File: src/rtl/peak_freq_ctrl_pkg.sv
// Shared constants, state type and FFT-size helper for the peak-frequency controller.
package peak_freq_ctrl_pkg;

  localparam int FS_HZ_DEFAULT = 48000;
  localparam int NFFT_MIN      = 7;
  localparam int NFFT_MAX      = 10;
  localparam int NFFT_DEFAULT  = 10;

  typedef enum logic [1:0] {IDLE, SCAN, CONV, HOLD} state_t;

  // Out-of-range FFT sizes fall back to the largest supported size.
  function automatic logic [3:0] nfft_legal(input logic [4:0] sel);
    if (int'(sel) >= NFFT_MIN && int'(sel) <= NFFT_MAX) return sel[3:0];
    return 4'(NFFT_DEFAULT);
  endfunction

endpackage

File: src/rtl/peak_freq_ctrl_bin_to_hz.sv
// Two-stage bin-index to Hz converter: stage 1 multiplies by the sample rate,
// stage 2 divides by the FFT size with a truncating shift.
module bin_to_hz
  import peak_freq_ctrl_pkg::*;
#(
  parameter int IDX_W = 10,
  parameter int FS_HZ = FS_HZ_DEFAULT
) (
  input  logic             clk,
  input  logic             rst_n,
  input  logic [IDX_W-1:0] idx,
  input  logic [4:0]       nfft,
  output logic [15:0]      freq_hz
);

  localparam int PROD_W = IDX_W + 16;

  logic [PROD_W-1:0] prod_q;
  logic [4:0]        nfft_q;

  always_ff @(posedge clk or negedge rst_n) begin
    if (!rst_n) begin
      prod_q  <= '0;
      nfft_q  <= '0;
      freq_hz <= '0;
    end else begin
      prod_q  <= PROD_W'(idx) * PROD_W'(FS_HZ);
      nfft_q  <= nfft;
      freq_hz <= 16'(prod_q >> nfft_legal(nfft_q));
    end
  end

endmodule

File: src/rtl/peak_freq_ctrl.sv
// Per-frame arg-max search over the positive-frequency bins of an FFT magnitude
// stream, followed by bin-to-Hz conversion and a valid/ready result hold.
module peak_freq_ctrl
  import peak_freq_ctrl_pkg::*;
#(
  parameter int MAG_W = 32,
  parameter int IDX_W = 10,
  parameter int FS_HZ = FS_HZ_DEFAULT
) (
  input  logic             clk,
  input  logic             rst_n,
  input  logic [4:0]       nfft_sel,
  input  logic             s_valid,
  output logic             s_ready,
  input  logic [MAG_W-1:0] s_mag,
  input  logic             s_last,
  output logic             out_valid,
  input  logic             out_ready,
  output logic [15:0]      freq_hz,
  output logic [IDX_W-1:0] peak_idx,
  output logic [MAG_W-1:0] peak_mag,
  output logic             frame_err,
  output logic             busy
);

  state_t           state, state_nxt;
  logic [IDX_W-1:0] bin_cnt;
  logic [IDX_W-1:0] best_idx;
  logic [MAG_W-1:0] best_mag;
  logic [3:0]       nfft_q;
  logic             conv_cnt;
  logic [IDX_W-1:0] last_bin;
  logic [IDX_W-1:0] half_bin;
  logic             beat;
  logic             at_last;
  logic             in_window;
  logic             bad_frame;

  assign s_ready   = (state == IDLE) || (state == SCAN);
  assign beat      = s_valid && s_ready;
  assign last_bin  = IDX_W'((32'd1 << nfft_q) - 32'd1);
  assign half_bin  = IDX_W'(32'd1 << (nfft_q - 4'd1));
  assign at_last   = (state == SCAN) && (bin_cnt == last_bin);
  assign in_window = (state == SCAN) && (bin_cnt != '0) && (bin_cnt < half_bin);
  // s_last must coincide exactly with bin N-1; either mismatch discards the frame.
  assign bad_frame = beat && (s_last != at_last);

  assign peak_idx = best_idx;
  assign peak_mag = best_mag;

  always_ff @(posedge clk or negedge rst_n) begin
    if (!rst_n) state <= IDLE;
    else        state <= state_nxt;
  end

  always_comb begin
    state_nxt = state;
    out_valid = 1'b0;
    busy      = 1'b1;
    case (state)
      IDLE: begin
        busy = 1'b0;
        if (beat) state_nxt = bad_frame ? IDLE : SCAN;
      end
      SCAN: begin
        if (beat) begin
          if (bad_frame)    state_nxt = IDLE;
          else if (at_last) state_nxt = CONV;
        end
      end
      CONV: begin
        if (conv_cnt) state_nxt = HOLD;
      end
      HOLD: begin
        out_valid = 1'b1;
        if (out_ready) state_nxt = IDLE;
      end
      default: state_nxt = IDLE;
    endcase
  end

  // The first beat of a frame is bin 0: it latches the FFT size and restarts the search.
  always_ff @(posedge clk or negedge rst_n) begin
    if (!rst_n) begin
      bin_cnt   <= '0;
      best_idx  <= '0;
      best_mag  <= '0;
      nfft_q    <= 4'(NFFT_DEFAULT);
      conv_cnt  <= 1'b0;
      frame_err <= 1'b0;
    end else begin
      frame_err <= bad_frame;
      conv_cnt  <= (state == CONV) ? ~conv_cnt : 1'b0;
      if (beat) begin
        if (state == IDLE) begin
          nfft_q   <= nfft_legal(nfft_sel);
          best_idx <= '0;
          best_mag <= '0;
          bin_cnt  <= IDX_W'(1);
        end else begin
          bin_cnt <= bin_cnt + IDX_W'(1);
          if (in_window && (s_mag > best_mag)) begin
            best_idx <= bin_cnt;
            best_mag <= s_mag;
          end
        end
      end
    end
  end

  bin_to_hz #(
    .IDX_W (IDX_W),
    .FS_HZ (FS_HZ)
  ) u_bin_to_hz (
    .clk     (clk),
    .rst_n   (rst_n),
    .idx     (best_idx),
    .nfft    ({1'b0, nfft_q}),
    .freq_hz (freq_hz)
  );

endmodule

File: config.mk
export PLATFORM = sky130hd
export DESIGN_NAME = peak_freq_ctrl
export DESIGN_NICKNAME = d
export VERILOG_FILES = /design/src/rtl/peak_freq_ctrl_pkg.sv /design/src/rtl/peak_freq_ctrl_bin_to_hz.sv /design/src/rtl/peak_freq_ctrl.sv
export SDC_FILE = /design/constraint.sdc
export NUM_CORES = 1
export LEC_CHECK = 0
export CELL_PAD_IN_SITES_DETAIL_PLACEMENT = 1
export CELL_PAD_IN_SITES_GLOBAL_PLACEMENT = 1
export CORE_ASPECT_RATIO = 0.7
export CORE_MARGIN = 4
export CORE_UTILIZATION = 44
export DETAILED_ROUTE_END_ITERATION = 12
export PLACE_DENSITY = 0.85
export REMOVE_ABC_BUFFERS = 1
export SLEW_MARGIN = 20
export SYNTH_ARGS = -nofsm -noshare
export SYNTH_HDL_FRONTEND = slang
export SYNTH_SLANG_ARGS = --single-unit
File: constraint.sdc
create_clock -name clk -period 4.68 [get_ports clk]
set_clock_uncertainty 0.1 [all_clocks]
set_input_delay 0.702 -clock clk [delete_from_list [all_inputs] [get_ports clk]]
set_output_delay 0.702 -clock clk [all_outputs]
set_load 0.05 [all_outputs]
### Word-level counts from Yosys, hierarchy flattened

Cells that the tools add are included.

| storage, ports and cells | value |
|---|---|
| output and inout port bits | 62 |
| bits of input ports | 42 |
| word-level logic and storage cells | 73 |
| register bits | 99 |

| cells by class | value |
|---|---|
| shift-type cells | 3 |
| equality and inequality tests | 10 |
| multiplexer cells | 24 |
| $lt $le $gt $ge | 6 |
| $mul | 1 |
| reductions and logical operators | 15 |
| bitwise operators | 1 |
| add/subtract/negate cells | 3 |

Operators with widths:

| cell | count |
|---|---|
| 2-to-1 mux 32 bit | 2 |
| greater-than comparator 32 bit | 1 |
| 2-to-1 mux 10 bit | 3 |
| right shift 26 x 4 -> 16 bit | 1 |
| << shifter 1 x 4 -> 10 bit, first input constant | 2 |
| multiplier 10 x 9 -> 19 bit, second input constant | 1 |
| 2-to-1 mux 4 bit | 4 |
| 2-to-1 mux 2 bit | 6 |
| adder 10 x 1 -> 10 bit, second input constant | 1 |
| equality test 10 bit | 1 |
| less-than comparator 10 bit | 1 |
| nonzero test 10 bit | 1 |
| subtractor 10 x 1 -> 10 bit, second input constant | 1 |
| logical AND 1 bit | 8 |
| 2-to-1 mux 1 bit | 8 |
| != test 2 bit, second input constant | 4 |
| case mux 2 bit (4 select lines) | 1 |
| greater-or-equal comparator 5 x 3 -> 1 bit, second input constant | 1 |
| <= comparator 5 x 4 -> 1 bit, second input constant | 1 |
| AND reduction 5 bit | 1 |
| equality test 2 bit, second input constant | 2 |
| greater-or-equal comparator 4 x 3 -> 1 bit, second input constant | 1 |
| <= comparator 4 bit, second input constant | 1 |
| AND reduction 2 bit | 2 |
| 8 further kinds | 8 |

### Longest topological paths before layout

| logic depth | value |
|---|---|
| depth after elaboration | 9 |
| depth in mapped cells | 16 |

### Cells and area by module

Synthesis repeated with hierarchy kept, for this count alone.

| unflattened totals | value |
|---|---|
| cell total of the unflattened synthesis | 844 |
| area, all modules | 8037.7 µm² |

Modules (own cells, without submodules):

| module | sequential area each (µm²) | instances | area an instance (µm²) | cells each |
|---|---|---|---|---|
| peak_freq_ctrl | 1503.9 | 1 | 4096.4 | 450 |
| bin_to_hz | 1001.0 | 1 | 3941.3 | 394 |

### Worst setup path after synthesis

No wires, ideal clock.

| timing | value |
|---|---|
| path type | register -> register |
| start | reg best_idx[6] (netlist: peak_idx[6]) |
| end | reg u_bin_to_hz.prod_q[25] |
| data required time | 4500 ps |
| arrival time | 4214 ps |
| path slack | 286 ps |
| library setup time | 80 ps |
| stages on the path, launching flop included | 15 |
| cells stage by stage | dfrtp_1 -> fa_1 -> inv_1 -> fa_1 -> fa_1 -> fa_1 -> inv_1 -> ha_1 -> o21ai_0 -> o21ai_0 -> a31oi_1 -> a21oi_1 -> a21o_1 -> a21oi_1 -> xnor2_1 |

| between the ends | value |
|---|---|
| word-level cells in the longest chain between the ends | 1 |

Ends and longest elaborated chain:

| what | line | RTL |
|---|---|---|
| start: declaration | peak_freq_ctrl.sv:28 | `logic [IDX_W-1:0] best_idx;` |
| start signal: assignment | peak_freq_ctrl.sv:103 | `best_idx <= bin_cnt;` |
| multiplier 10 x 9 -> 19 bit | peak_freq_ctrl_bin_to_hz.sv:27 | `prod_q <= PROD_W'(idx) * PROD_W'(FS_HZ);` |
| end signal: assignment | peak_freq_ctrl_bin_to_hz.sv:27 |  |
| end: declaration | peak_freq_ctrl_bin_to_hz.sv:18 | `logic [PROD_W-1:0] prod_q;` |

Every way passes these cells.
A chain may end at the register's enable or synchronous reset.

### Final worst setup path

| timing | value |
|---|---|
| start | reg best_idx[5] (netlist: peak_idx[5]) |
| end | reg u_bin_to_hz.prod_q[25] |

Same word-level chain as after synthesis.

==> out/metrics.yaml <==
global_route:
  grt.overflow.total: 0
  first_global_vias: 6260
  global_route_usage_sum: 0.202
  grt_max_degree: 69
  grt_first_pass_wirelength_um: 32900
  grt_antenna_before_repair: 0
drt:
  drt_pre_antenna_iters: 4
  ant_nets: 0
  vias: 5838
  detail_route.vias_per_cell: 5.23
  drtIter0Drc: 415
  drc: 0
  routed_wirelength_um: 20000
  avgRoutedWirePerCell_um: 17.9
timing:
  sum_of_negative_setup_slack_ns: 0
  max_clock_freq_mhz: 223
  fin_crit_ns: 4.48
  min_period_over_period: 0.956
  setup_viol: 0
  timing_worst_slew_pin_value_ns: 1.07
  final-hold-violation-count: 0
  final-max-slew-violation-count: 0
  worst_slew_margin_rel: 0.283
synth:
  synthesis_stage_register_bit_count: 99
  synth_compound_gate_area_share: 0.104
  synth_largest_area_cell: "sky130_fd_sc_hd__dfrtp_1"
  edff_count_synth: 0
  postSynthCellCount: 784
  yosysWarnings: 0
  yosys_cell_types: 67
  synth.top_cells.by_count: "sky130_fd_sc_hd__inv_1 (124), sky130_fd_sc_hd__dfrtp_1 (97), sky130_fd_sc_hd__ha_1 (95)"
  synth-async-reset-ratio: 1.00
  mappedNetlistArea_sq_um: 7810
  post_synth_fa_ha_maj_area_fraction: 0.249
  synth_most_common_cell: "sky130_fd_sc_hd__inv_1"
  synth.top_cell.area_share: 0.311
  post_synth_and_or_nand_nor_area_fraction: 0.109
  synth_xor_area_frac: 0.0258
  synth.top_cells.by_area: "sky130_fd_sc_hd__dfrtp_1 (31%), sky130_fd_sc_hd__ha_1 (15%), sky130_fd_sc_hd__fa_1 (9.7%), sky130_fd_sc_hd__inv_1 (6.0%), sky130_fd_sc_hd__mux2_4 (6.0%)"
  seq_area_frac_synth: 0.317
  mux_cell_area_share_after_synthesis: 0.112
  avgSynthCellArea_sq_um: 9.97
  synth_ff_type: "sky130_fd_sc_hd__dfrtp_1"
  largest_family_of_logic_cells_by_synthesized_area: "adder cells"
floorplanning:
  floorplan.initialDensity: 0.453
  chipHeight_um: 119
  i_o_pin_cnt: 104
  design.die.area_sq_um: 20000
  coreArea_sq_um: 17300
  dieWidth_um: 167
  core.rowCount: 40
run:
  maxCapViolCount: 0
pwr:
  p_leak_nw: 4.80
  powerDensity_nw_per_um2: 336
  worst_ir_drop_vdd_uv: 250
  total_power_mw: 3.15
placement:
  gp_congestion: 0.835
  detailed_place_hpwl_um: 15500
  numPortBuffers: 103
  placement.cell_area_sq_um: 9040
clocking:
  worst_setup_hold_path_clk_slew_ns: 0.07
  clock_buffer_count_from_cts: 9
  clock-root-buffer: "sky130_fd_sc_hd__clkbuf_16"
  cts_buffer_depth: 2
  tritoncts_num_sinks: 99
  cts_tree: "done"
  ctsHtreeMaxLevel: 3
  clk-insertion-delay-late_ns: 0.36
setup_path:
  r2r_setup_slack_ns: 0.20
  critical_path_required_time_ns: 4.84
  critical_path.reg2reg.startpoint: "peak_idx[5]$_DFFE_PN0P_"
  worstReg2RegEnd: "u_bin_to_hz.prod_q[25]$_DFF_PN0_"
  arrival_ns: 4.64
  worst-setup-path-type: "reg2reg"
  endpoint_kind: "flop"
  worstSetupStartpointType: "flop"
  r2r.worst_path.cells: 14
  critical_path_peak_fanout: 5
  cp-startpoint: "peak_idx[5]$_DFFE_PN0P_"
status:
  run_status: "finished, final reports clean"
min_path:
  hold_path_class: "reg2reg"
  hold-path-endpoint: "conv_cnt$_DFF_PN0_"
  worst_hold_startpoint: "conv_cnt$_DFF_PN0_"
  hold_path_depth: 1
layout:
  antenna_cells: 0
  finish.utilization: 0.543
  syn2layout_area_growth_pct: 20.1
  final_layout_size_suffix_gt1_frac: 0.0937
  design_area_sq_um: 9380
  final_net_count: 1056
[power breakdown]
part	internal (mW)	total [mW]	switching [mW]	leakage, nW
Clock	0.420	0.768	0.348	0.152
Sequential	0.990	1.10	0.107	1.32
Combinational	0.503	1.29	0.786	3.32
Total	1.91	3.15	1.24	4.80
[cells by family (layout without fill, tap and decap cells)]
group	after synthesis	after routing
mux	71	71
buf+inv	153	255
simple gates	186	186
compound gates	119	119
fa+ha+maj	133	133
xor+xnor	23	23
flops	99	99
[what timing repair did]
item / CTS / global route
buffers inserted: 0 / 3
resized for setup: 0 / 4
hold buffers: 0 / 0
endpoints found under the setup margin: 0 / 2
endpoints found under the hold margin: 0 / 0
[metal layers]
layer,wire (um),track usage
met5,0,0
met4,193,0.0482
met3,964,0.0395
met2,9110,0.315
met1,9740,0.292
[sequential cells by signal (all words and copies together) (netlist names), named ones only]
signal,cells
peak_idx,10
nfft_q,4
bin_cnt,10
u_bin_to_hz.freq_hz,16
state,1
peak_mag,32
u_bin_to_hz.nfft_q,4
u_bin_to_hz.prod_q,19
conv_cnt,1
frame_err,1
[worst max path at each step]
stage                                        to  slack (ns)  depth (start not counted)
2_1_floorplan  u_bin_to_hz.prod_q[25]$_DFF_PN0_        0.29                         14
3_3_place_gp   u_bin_to_hz.prod_q[25]$_DFF_PN0_        0.25                         14
3_5_place_dp   u_bin_to_hz.prod_q[25]$_DFF_PN0_         0.1                         14
4_1_cts        u_bin_to_hz.prod_q[25]$_DFF_PN0_        0.05                         14
5_1_grt        u_bin_to_hz.prod_q[25]$_DFF_PN0_       -0.07                         14
6_report       u_bin_to_hz.prod_q[25]$_DFF_PN0_        0.20                         14
[layout make-up]
cell class / count / area (sq um)
clock buffers: 9 / 225
clock inverters: 7 / 73.8
fillers: 1916 / 7880
inverters: 124 / 465
multi-input cells: 532 / 4710
flip-flops and latches: 99 / 2480
well taps: 231 / 289
repair buffers: 115 / 1130
[critical path, stage by stage, from the launching register on]
cell and delay (ns):
sky130_fd_sc_hd__dfrtp_2 0.45, sky130_fd_sc_hd__fa_1 0.54, sky130_fd_sc_hd__inv_1 0.05, sky130_fd_sc_hd__fa_1 0.51, sky130_fd_sc_hd__fa_1 0.44, sky130_fd_sc_hd__fa_1 0.54, sky130_fd_sc_hd__inv_1 0.04, sky130_fd_sc_hd__ha_1 0.34
sky130_fd_sc_hd__o21ai_0 0.24, sky130_fd_sc_hd__o21ai_0 0.19, sky130_fd_sc_hd__a31oi_1 0.29, sky130_fd_sc_hd__a21oi_1 0.13, sky130_fd_sc_hd__a21o_1 0.19, sky130_fd_sc_hd__a21oi_1 0.17, sky130_fd_sc_hd__xnor2_1 0.15
[cells in the final DEF (no fill, tap or decap), types with 3 or more instances in the layout]
cell / netlist / final
sky130_fd_sc_hd__a211oi_1: 5 / 4
sky130_fd_sc_hd__nand3_1: 14 / 14
sky130_fd_sc_hd__clkinv_2: 0 / 3
sky130_fd_sc_hd__buf_4: 2 / 12
sky130_fd_sc_hd__and3_1: 5 / 5
sky130_fd_sc_hd__o211ai_1: 8 / 8
sky130_fd_sc_hd__nor3_1: 15 / 15
sky130_fd_sc_hd__nor2b_1: 6 / 6
sky130_fd_sc_hd__xor2_1: 10 / 10
sky130_fd_sc_hd__nand4_1: 10 / 10
sky130_fd_sc_hd__o21ai_0: 35 / 35
sky130_fd_sc_hd__a21o_1: 14 / 14
sky130_fd_sc_hd__mux2_2: 8 / 8
sky130_fd_sc_hd__inv_1: 124 / 124
sky130_fd_sc_hd__nand2_1: 56 / 56
sky130_fd_sc_hd__mux2i_1: 32 / 32
sky130_fd_sc_hd__xnor2_1: 13 / 13
sky130_fd_sc_hd__clkbuf_16: 0 / 9
sky130_fd_sc_hd__o2111ai_1: 3 / 3
sky130_fd_sc_hd__ha_1: 95 / 95
sky130_fd_sc_hd__a21oi_1: 22 / 22
sky130_fd_sc_hd__nor2_1: 62 / 61
sky130_fd_sc_hd__fa_1: 38 / 38
sky130_fd_sc_hd__dfrtp_2: 0 / 3
sky130_fd_sc_hd__a31oi_1: 5 / 5
sky130_fd_sc_hd__mux2_4: 31 / 31
sky130_fd_sc_hd__clkdlybuf4s50_1: 0 / 102
sky130_fd_sc_hd__dfrtp_1: 97 / 94
[through the flow]
step | hold slack (ns) | setup WS [ns] | std cells
global route | 0.362 | -0.0659 | 1117
floorplan | 0.303 | 0.286 | 755
CTS | 0.346 | 0.0481 | 1114
detailed placement | 0.334 | 0.0966 | 1098
global placement | 0.323 | 0.247 | 1098
finish | 0.344 | 0.204 | 1117
Note: power is estimated with default switching activity, not from simulation.
